<file path="config.mk">
export PLATFORM = sky130hd
export DESIGN_NAME = interpolator_flat
export DESIGN_NICKNAME = d
export VERILOG_FILES = /design/src/rtl/dfe_pkg.sv /design/src/rtl/interpolator_if.sv /design/src/rtl/beat_counter.sv /design/src/rtl/interpolator_chk.sv /design/src/rtl/interpolator.sv /design/src/flat_wrapper.sv
export SDC_FILE = /design/constraint.sdc
export NUM_CORES = 1
export LEC_CHECK = 0
export BUFFER_PORTS_ARGS = -buffer_cell sky130_fd_sc_hd__buf_2
export CAP_MARGIN = 20
export CORE_MARGIN = 2
export CORE_UTILIZATION = 54
export CTS_CLUSTER_DIAMETER = 120
export DETAILED_ROUTE_END_ITERATION = 6
export GPL_TIMING_DRIVEN = 0
export HOLD_SLACK_MARGIN = 0.03
export PLACE_DENSITY = 0.81
export SLEW_MARGIN = 15
export SYNTH_ARGS = -nofsm -noshare
export SYNTH_HDL_FRONTEND = slang
export SYNTH_SLANG_ARGS = --single-unit
</file>
<file path="constraint.sdc">
create_clock -name clk_i -period 3.25 [get_ports clk_i]
set_clock_uncertainty 0.05 [all_clocks]
set_input_delay 0 -clock clk_i [delete_from_list [all_inputs] [get_ports clk_i]]
set_output_delay 0 -clock clk_i [all_outputs]
set_load 0.05 [all_outputs]
</file>
<file path="src/rtl/dfe_pkg.sv">
// Shared DFE definitions: sample width, matched decimation/interpolation factors,
// counter widths and the rate-change FSM state encoding.
package dfe_pkg;

    localparam int DATA_BW       = 8;
    localparam int DECIM_FACTOR  = 250;
    localparam int INTERP_FACTOR = 250;

    // A factor of 1 still needs a one-bit counter so the last flag has something to compare.
    function automatic int cnt_bw(input int n);
        return (n > 1) ? $clog2(n) : 1;
    endfunction

    localparam int DECIM_CNT_BW  = cnt_bw(DECIM_FACTOR);
    localparam int INTERP_CNT_BW = cnt_bw(INTERP_FACTOR);

    typedef enum logic {
        IDLE = 1'b0,
        EMIT = 1'b1
    } state_e;

endpackage

</file>
<file path="src/rtl/interpolator_if.sv">
// Valid/ready sample stream; the producer uses master, the consumer uses slave.
interface interpolator_if #(
    parameter int DATA_BW = dfe_pkg::DATA_BW
) ();

    logic               valid;
    logic               ready;
    logic [DATA_BW-1:0] data;

    modport master (output valid, output data, input ready);
    modport slave  (input valid, input data, output ready);

endinterface

</file>
<file path="src/rtl/beat_counter.sv">
// Mod-N counter with clear, increment-enable and a last-count flag; wraps to zero
// when incremented on the last count.
module beat_counter #(
    parameter int N      = 4,
    parameter int CNT_BW = 2
) (
    input  logic              clk_i,
    input  logic              rst_i,
    input  logic              clr_i,
    input  logic              inc_i,
    output logic [CNT_BW-1:0] cnt_o,
    output logic              last_o
);

    logic [CNT_BW-1:0] cnt_q;
    logic [CNT_BW-1:0] cnt_d;

    assign last_o = (cnt_q == CNT_BW'(N - 1));
    assign cnt_o  = cnt_q;

    // Next count: clear wins over increment, increment wraps at the last count.
    always_comb begin
        cnt_d = cnt_q;
        if (clr_i) begin
            cnt_d = {CNT_BW{1'b0}};
        end else if (inc_i) begin
            cnt_d = last_o ? {CNT_BW{1'b0}} : cnt_q + CNT_BW'(1);
        end else begin
            cnt_d = cnt_q;
        end
    end

    // Count register.
    always_ff @(posedge clk_i) begin
        if (rst_i) begin
            cnt_q <= {CNT_BW{1'b0}};
        end else begin
            cnt_q <= cnt_d;
        end
    end

endmodule

</file>
<file path="src/rtl/interpolator_chk.sv">
// Invariant checks for the interpolator beat counter.
module interpolator_chk #(
    parameter int N      = 4,
    parameter int CNT_BW = 2
) (
    input logic              clk_i,
    input logic              rst_i,
    input logic [CNT_BW-1:0] cnt_i
);

    cnt_in_range_a: assert property (@(posedge clk_i) disable iff (rst_i) int'(cnt_i) < N);

endmodule

</file>
<file path="src/rtl/interpolator.sv">
// Sample-rate expander: each accepted input sample becomes INTERP_FACTOR output beats,
// either zero-stuffed (sample then zeros) or held (sample repeated).
module interpolator #(
    parameter int DATA_BW       = dfe_pkg::DATA_BW,
    parameter int INTERP_FACTOR = dfe_pkg::INTERP_FACTOR
) (
    input  logic           clk_i,
    input  logic           rst_i,
    input  logic           en_i,
    input  logic           mode_hold_i,
    interpolator_if.slave  in_if,
    interpolator_if.master out_if
);

    import dfe_pkg::*;

    localparam int COUNTER_BW = cnt_bw(INTERP_FACTOR);

    state_e                  state_q;
    state_e                  state_d;
    logic [DATA_BW-1:0]      hold_q;
    logic [DATA_BW-1:0]      hold_d;
    logic                    mode_q;
    logic                    mode_d;
    logic [COUNTER_BW-1:0]   cnt_s;
    logic                    last_s;
    logic                    in_fire_s;
    logic                    out_fire_s;
    logic                    valid_s;

    assign valid_s    = (state_q == EMIT);
    assign out_fire_s = valid_s & out_if.ready;
    // Ready also opens on the final beat so the next sample follows with no bubble.
    assign in_if.ready = en_i & ~rst_i & ((state_q == IDLE) | (out_fire_s & last_s));
    assign in_fire_s  = in_if.valid & in_if.ready;

    assign out_if.valid = valid_s;
    assign out_if.data  = (valid_s && (mode_q || (cnt_s == {COUNTER_BW{1'b0}})))
                          ? hold_q : {DATA_BW{1'b0}};

    beat_counter #(
        .N      (INTERP_FACTOR),
        .CNT_BW (COUNTER_BW)
    ) u_beat_counter (
        .clk_i  (clk_i),
        .rst_i  (rst_i),
        .clr_i  (~en_i),
        .inc_i  (out_fire_s),
        .cnt_o  (cnt_s),
        .last_o (last_s)
    );

    // Next-state for the FSM and the captured sample; disable discards any sample in flight.
    always_comb begin
        state_d = state_q;
        hold_d  = hold_q;
        mode_d  = mode_q;
        if (!en_i) begin
            state_d = IDLE;
            hold_d  = {DATA_BW{1'b0}};
            mode_d  = 1'b0;
        end else begin
            case (state_q)
                IDLE: begin
                    if (in_fire_s) begin
                        hold_d  = in_if.data;
                        mode_d  = mode_hold_i;
                        state_d = EMIT;
                    end else begin
                        state_d = IDLE;
                    end
                end
                EMIT: begin
                    if (out_fire_s && last_s) begin
                        if (in_fire_s) begin
                            hold_d  = in_if.data;
                            mode_d  = mode_hold_i;
                            state_d = EMIT;
                        end else begin
                            state_d = IDLE;
                        end
                    end else begin
                        state_d = EMIT;
                    end
                end
                default: begin
                    state_d = IDLE;
                end
            endcase
        end
    end

    // FSM state and sample registers.
    always_ff @(posedge clk_i) begin
        if (rst_i) begin
            state_q <= IDLE;
            hold_q  <= {DATA_BW{1'b0}};
            mode_q  <= 1'b0;
        end else begin
            state_q <= state_d;
            hold_q  <= hold_d;
            mode_q  <= mode_d;
        end
    end

    interpolator_chk #(
        .N      (INTERP_FACTOR),
        .CNT_BW (COUNTER_BW)
    ) u_chk (
        .clk_i (clk_i),
        .rst_i (rst_i),
        .cnt_i (cnt_s)
    );

endmodule

</file>
<file path="src/flat_wrapper.sv">
// flat-port wrapper written by rule: the top's interface ports become plain ports
module interpolator_flat import dfe_pkg::*;
#(
    parameter int DATA_BW       = dfe_pkg::DATA_BW,
    parameter int INTERP_FACTOR = dfe_pkg::INTERP_FACTOR
)
  (clk_i, rst_i, en_i, mode_hold_i, in_if_valid, in_if_data, in_if_ready, out_if_valid, out_if_data, out_if_ready);
  interpolator_if #(.DATA_BW(DATA_BW)) in_if_i ();
  interpolator_if #(.DATA_BW(DATA_BW)) out_if_i ();
  input  logic clk_i;
  input  logic rst_i;
  input  logic en_i;
  input  logic mode_hold_i;
  input wire logic [$bits(in_if_i.valid)-1:0] in_if_valid;
  input wire logic [$bits(in_if_i.data)-1:0] in_if_data;
  output wire logic [$bits(in_if_i.ready)-1:0] in_if_ready;
  output wire logic [$bits(out_if_i.valid)-1:0] out_if_valid;
  output wire logic [$bits(out_if_i.data)-1:0] out_if_data;
  input wire logic [$bits(out_if_i.ready)-1:0] out_if_ready;
  assign in_if_i.valid = in_if_valid;
  assign in_if_i.data = in_if_data;
  assign in_if_ready = in_if_i.ready;
  assign out_if_valid = out_if_i.valid;
  assign out_if_data = out_if_i.data;
  assign out_if_i.ready = out_if_ready;
  interpolator #(.DATA_BW(DATA_BW), .INTERP_FACTOR(INTERP_FACTOR)) u_core (.clk_i(clk_i), .rst_i(rst_i), .en_i(en_i), .mode_hold_i(mode_hold_i), .in_if(in_if_i), .out_if(out_if_i));
endmodule
</file>
**Word-level counts from Yosys, hierarchy flattened**

Index checks and enable logic that the tools add are counted.
W data, S select, Z words.

- Flip-flop bits (word level): 18
- Input port bits: 14
- Output and inout port bits: 10

- Multiplexer cells: 11
- Add/subtract/negate cells: 1
- Eq/ne operators: 2
- Reduce and logical (&&, ||, !) cells: 5
- Bitwise operators: 9

Operator list:

| cell | count |
|---|---|
| $mux W8 | 4 |
| $pmux W8 S2 | 1 |
| $add A8 B1 Y8 const B | 1 |
| $eq A8 B8 Y1 const B | 1 |
| $logic_not A8 Y1 | 1 |
| $and A1 B1 Y1 | 5 |
| $mux W1 | 4 |
| $pmux W1 S2 | 2 |
| $not A1 Y1 | 3 |
| $logic_and A1 B1 Y1 | 2 |
| $ne A2 B2 Y1 const B | 1 |
| $reduce_or A2 Y1 | 1 |
| $logic_or A1 B1 Y1 | 1 |
| $or A1 B1 Y1 | 1 |

**Longest topological paths before layout**

- Word-level depth: 8
- Gate-level depth with buffers: 6
- Mapped depth without buffers: 6

**Modules after synthesis**

From an unflattened synthesis, not the netlist that was laid out.

- Cells, all modules: 122
- Area, all modules: 978.4 um2

By module, submodules not included:

| module | times used | cells an instance | area each (um2) | seq. area each (um2) |
|---|---|---|---|---|
| interpolator | 1 | 66 | 519.2 | 200.2 |
| beat_counter | 1 | 56 | 459.2 | 160.2 |

**Worst setup path after synthesis**

Ideal clock, no wire load.

- Kind: register -> output
- From: register u_core.state_q, in the netlist u_core.out_if.valid
- To: output in_if_ready
- Arrival time: 2010 ps
- Path buffers: 1
- Setup slack: 1190 ps
- Stages on the path, launching flop included: 5
- Data required time: 3200 ps
- Cell sequence: dfxtp_1 > buf_4 > and4_2 > nand3_2 > a21oi_1

- Longest elaborated chain between the ends: 4
- Elaborated cells between the ends (all ways): 5
- Classes of those cells: bitwise (5)

RTL lines:

| item | line | RTL |
|---|---|---|
| start: declaration | interpolator.sv:19 | `state_e state_q;` |
| start signal: assignment | interpolator.sv:100 | `state_q <= state_d;` |
| $and A1 B1 Y1 | interpolator.sv:32 | `assign out_fire_s = valid_s & out_if.ready;` |
| $and A1 B1 Y1 | interpolator.sv:34 | `assign in_if.ready = en_i & ~rst_i & ((state_q == IDLE) \| (out_fire_s & last_s));` |
| $or A1 B1 Y1 (*) | interpolator.sv:34 |  |
| $and A1 B1 Y1 (*) | interpolator.sv:34 |  |
| end: declaration | flat_wrapper.sv:16 | `output wire logic [$bits(in_if_i.ready)-1:0] in_if_ready;` |

Mark *: on every way between the ends. The rest lies on a longest branch, timed or not.

**Worst setup path after layout**

- From: register u_core.u_beat_counter.cnt_q[0], in the netlist u_core.u_beat_counter.cnt_o[0]
- To: output out_if_data[5]

- Longest elaborated chain between the ends: 4

RTL lines:

| item | line | RTL |
|---|---|---|
| start: declaration | beat_counter.sv:15 | `logic [CNT_BW-1:0] cnt_q;` |
| start signal: assignment | beat_counter.sv:36 | `cnt_q <= {CNT_BW{1'b0}};` |
| start signal: assignment | beat_counter.sv:38 | `cnt_q <= cnt_d;` |
| $logic_not A8 Y1 | interpolator.sv:38 | `assign out_if.data = (valid_s && (mode_q \|\| (cnt_s == {COUNTER_BW{1'b0}})))` |
| $logic_or A1 B1 Y1 | interpolator.sv:38 |  |
| $logic_and A1 B1 Y1 | interpolator.sv:38 |  |
| $mux W8 | interpolator.sv:39 | `? hold_q : {DATA_BW{1'b0}};` |
| end: declaration | flat_wrapper.sv:18 | `output wire logic [$bits(out_if_i.data)-1:0] out_if_data;` |

No other way between the ends.

==> impl_metrics.env <==
export IMPL_status="finished, final reports clean"
export IMPL_antenna_cells=0
export IMPL_fp_dieW_um=45.5
export IMPL_cp_required_ns=3.20
export IMPL_crit_fanout=8
export IMPL_core_um2=1560
export IMPL_fin_crit_sh_pct=68.2
export IMPL_crit_path_start="u_core.u_beat_counter.cnt_o[0]"
export IMPL_die_y_um=45.5
export IMPL_synth_most_common_cell="nand2_1"
export IMPL_tns_ns=0
export IMPL_areaGrowthSynthToFinish_pct=33.6
export IMPL_grtUsageTotal_pct=24.4
export IMPL_nFillCells=104
export IMPL_power_per_cell_area_nw_per_um2=345
export IMPL_syn_num_nets=130
export IMPL_cts_setup_buffers=0
export IMPL_synth_common_cells="nand2_1, dfxtp_1, inv_1"
export IMPL_fp_dieArea_um2=2070
export IMPL_holdCritPathClass="reg -> reg"
export IMPL_nNetsFinal=172
export IMPL_synth_distinct_cells=29
export IMPL_synth_top_cell_by_area="dfxtp_1"
export IMPL_max_slew_margin_pct=69.8
export IMPL_final_cells=170
export IMPL_drive_gt1_share_pct=22.1
export IMPL_clock_sinks=18
export IMPL_arrival_ns=2.17
export IMPL_synth_top_area_share_pct=38.8
export IMPL_grt_pass1_vias=833
export IMPL_setup_viol=0
export IMPL_worst_ir_drop_vdd_uv=260
export IMPL_cts_tree="done"
export IMPL_hp_start="u_core.hold_q[6]"
export IMPL_firstDrtPassIters=4
export IMPL_synth_seq_cells=18
export IMPL_maxSlewViolCount=0
export IMPL_cts_clk_slew_worst_paths_ns=0.11
export IMPL_power_leakage_nw=0.555
export IMPL_detail_route_wl_per_cell_um=13.4
export IMPL_synth_edf_count=0
export IMPL_viasPerCell=5.49
export IMPL_grt_pass1_wl_mm=3.61
export IMPL_yosys_warnings=0
export IMPL_yosys_top_cells_area="dfxtp_1, mux2i_1, nand2_1, and2_1, inv_1"
export IMPL_fp_row_count=14
export IMPL_critPathCaptureType="output pin"
export IMPL_synth_ff_type="dfxtp_1"
export IMPL_cts_resized=0
export IMPL_cp_start_kind="flip-flop"
export IMPL_grt_antenna_before_repair=0
export IMPL_ys_seq_area_share_pct=38.8
export IMPL_worstMarginPinSlew_ns=0.453
export IMPL_root_buffer="clkbuf_4"
export IMPL_grt_overflow=0
export IMPL_vias=934
export IMPL_syn_area_per_cell_um2=8.22
export IMPL_syn_area_um2=928
export IMPL_cts_buffers=3
export IMPL_hold_violations=0
export IMPL_drtIter0Drc=26
export IMPL_finalCriticalPeriod_ns=2.22
export IMPL_rsz0062_at_grt="false"
export IMPL_ant_nets=0
export IMPL_synthCells=113
export IMPL_cts_buffer_depth=2
export IMPL_place_congestion=0.864
export IMPL_timing_rr_start="u_core.out_if.valid"
export IMPL_initial_core_util_pct=59.6
export IMPL_wl_mm=2.27
export IMPL_async_flop_share_pct=0
export IMPL_cts_hold_buffers_added=14
export IMPL_clock_latency_ns=0.30
export IMPL_grt_max_degree=11
export IMPL_crit_type="reg -> out"
export IMPL_cap_violations=0
export IMPL_clock_fmax_mhz=451
export IMPL_cts_htree_levels=1
export IMPL_hpwl_mm=1.46
export IMPL_io_buffers=23
export IMPL_ioPinCount=24
export IMPL_drc=0
export IMPL_place_inst=152
registers in the layout, summed over array words and instances, names as in the netlist:
register	cells
u_core.hold_q	8
u_core.mode_q	1
u_core.u_beat_counter.cnt_o	8
u_core.out_if.valid	1
layer usage:
layer / wire length, um / up-vias / global-route usage (%)
met4: 40 / 0 / 11.8
met1: 965 / 434 / 30.5
met5: 0 / - / 0
li1: - / 461 / -
met2: 1140 / 34 / 39.7
met3: 126 / 5 / 4.76
area by class of cell:
type | instances | area, um2 | area share [%]
multi-input combinational | 81 | 508 | 41.0
sequential | 18 | 360 | 29.1
timing repair buffer | 37 | 255 | 20.6
inverter | 11 | 41.3 | 3.33
clock buffer | 4 | 36.3 | 2.93
tap | 16 | 20.0 | 1.61
buffer | 3 | 18.8 | 1.51
worst max-delay path: stages (launching register included):
cell	delay, ns
dfxtp_1	0.36
inv_1	0.11
ha_1	0.14
or4b_1	0.45
nor4_2	0.17
o21a_2	0.22
and2_1	0.15
buf_2	0.26
worst paths after layout:
| check | to | slack [ns] | cells after the start |
|---|---|---|---|
| max | out_if_data[5] | 1.03 | 7 |
| min | u_core.hold_q[6] | 0.41 | 2 |
| min reg2reg | u_core.hold_q[6] | 0.41 | 2 |
| max reg2reg | u_core.out_if.valid | 1.40 | 6 |
metrics by stage:
| step | power, mW | instance area [um2] | utilization (%) | hold WS [ns] | setup WS [ns] |
|---|---|---|---|---|---|
| after global routing | 0.444 | 1240 | 79.5 | 0.422 | 0.923 |
| after floorplan | 0.259 | 928 | - | 0.0674 | 1.19 |
| after detailed placement | 0.274 | 1060 | 68.2 | 0.188 | 1.39 |
| after global placement | 0.273 | 1060 | 68.2 | 0.180 | 1.42 |
| final | 0.427 | 1240 | 79.5 | 0.415 | 1.03 |
| after CTS | 0.427 | 1240 | 79.5 | 0.416 | 1.05 |
power breakdown:
part / internal, mW / switching, mW / total (mW)
registers: 0.226 / 0.00233 / 0.228
logic: 0.0270 / 0.0281 / 0.0550
clock network: 0.0684 / 0.0759 / 0.144
total: 0.321 / 0.106 / 0.427
logic make-up (layout without fill, tap and decap cells):
kind of cell	Yosys count	count (layout)	synth area share, %
AND/OR/NAND/NOR	53	53	30.3
flip-flops	18	18	38.8
AO/OA/AOI/OAI	14	14	8.76
buffers and inverters	14	55	6.47
multiplexers	9	9	9.70
adder cells (fa/ha/maj)	3	3	4.04
XOR/XNOR	2	2	1.89
placed cells by master, fill, tap and decap left out, drive strengths merged, types with 2 or more instances in the layout:
cell | netlist | routed
nand3 | 9 | 9
a21oi | 7 | 7
buf | 2 | 25
inv | 11 | 11
nand2 | 19 | 19
o21ai | 2 | 2
ha | 3 | 3
dlygate4sd3 | 0 | 14
dfxtp | 18 | 18
clkbuf | 1 | 5
mux2i | 9 | 9
nor4 | 2 | 2
a31oi | 3 | 3
nor2 | 6 | 6
and2 | 8 | 8
No activity file was read; power rests on OpenSTA's default activity.
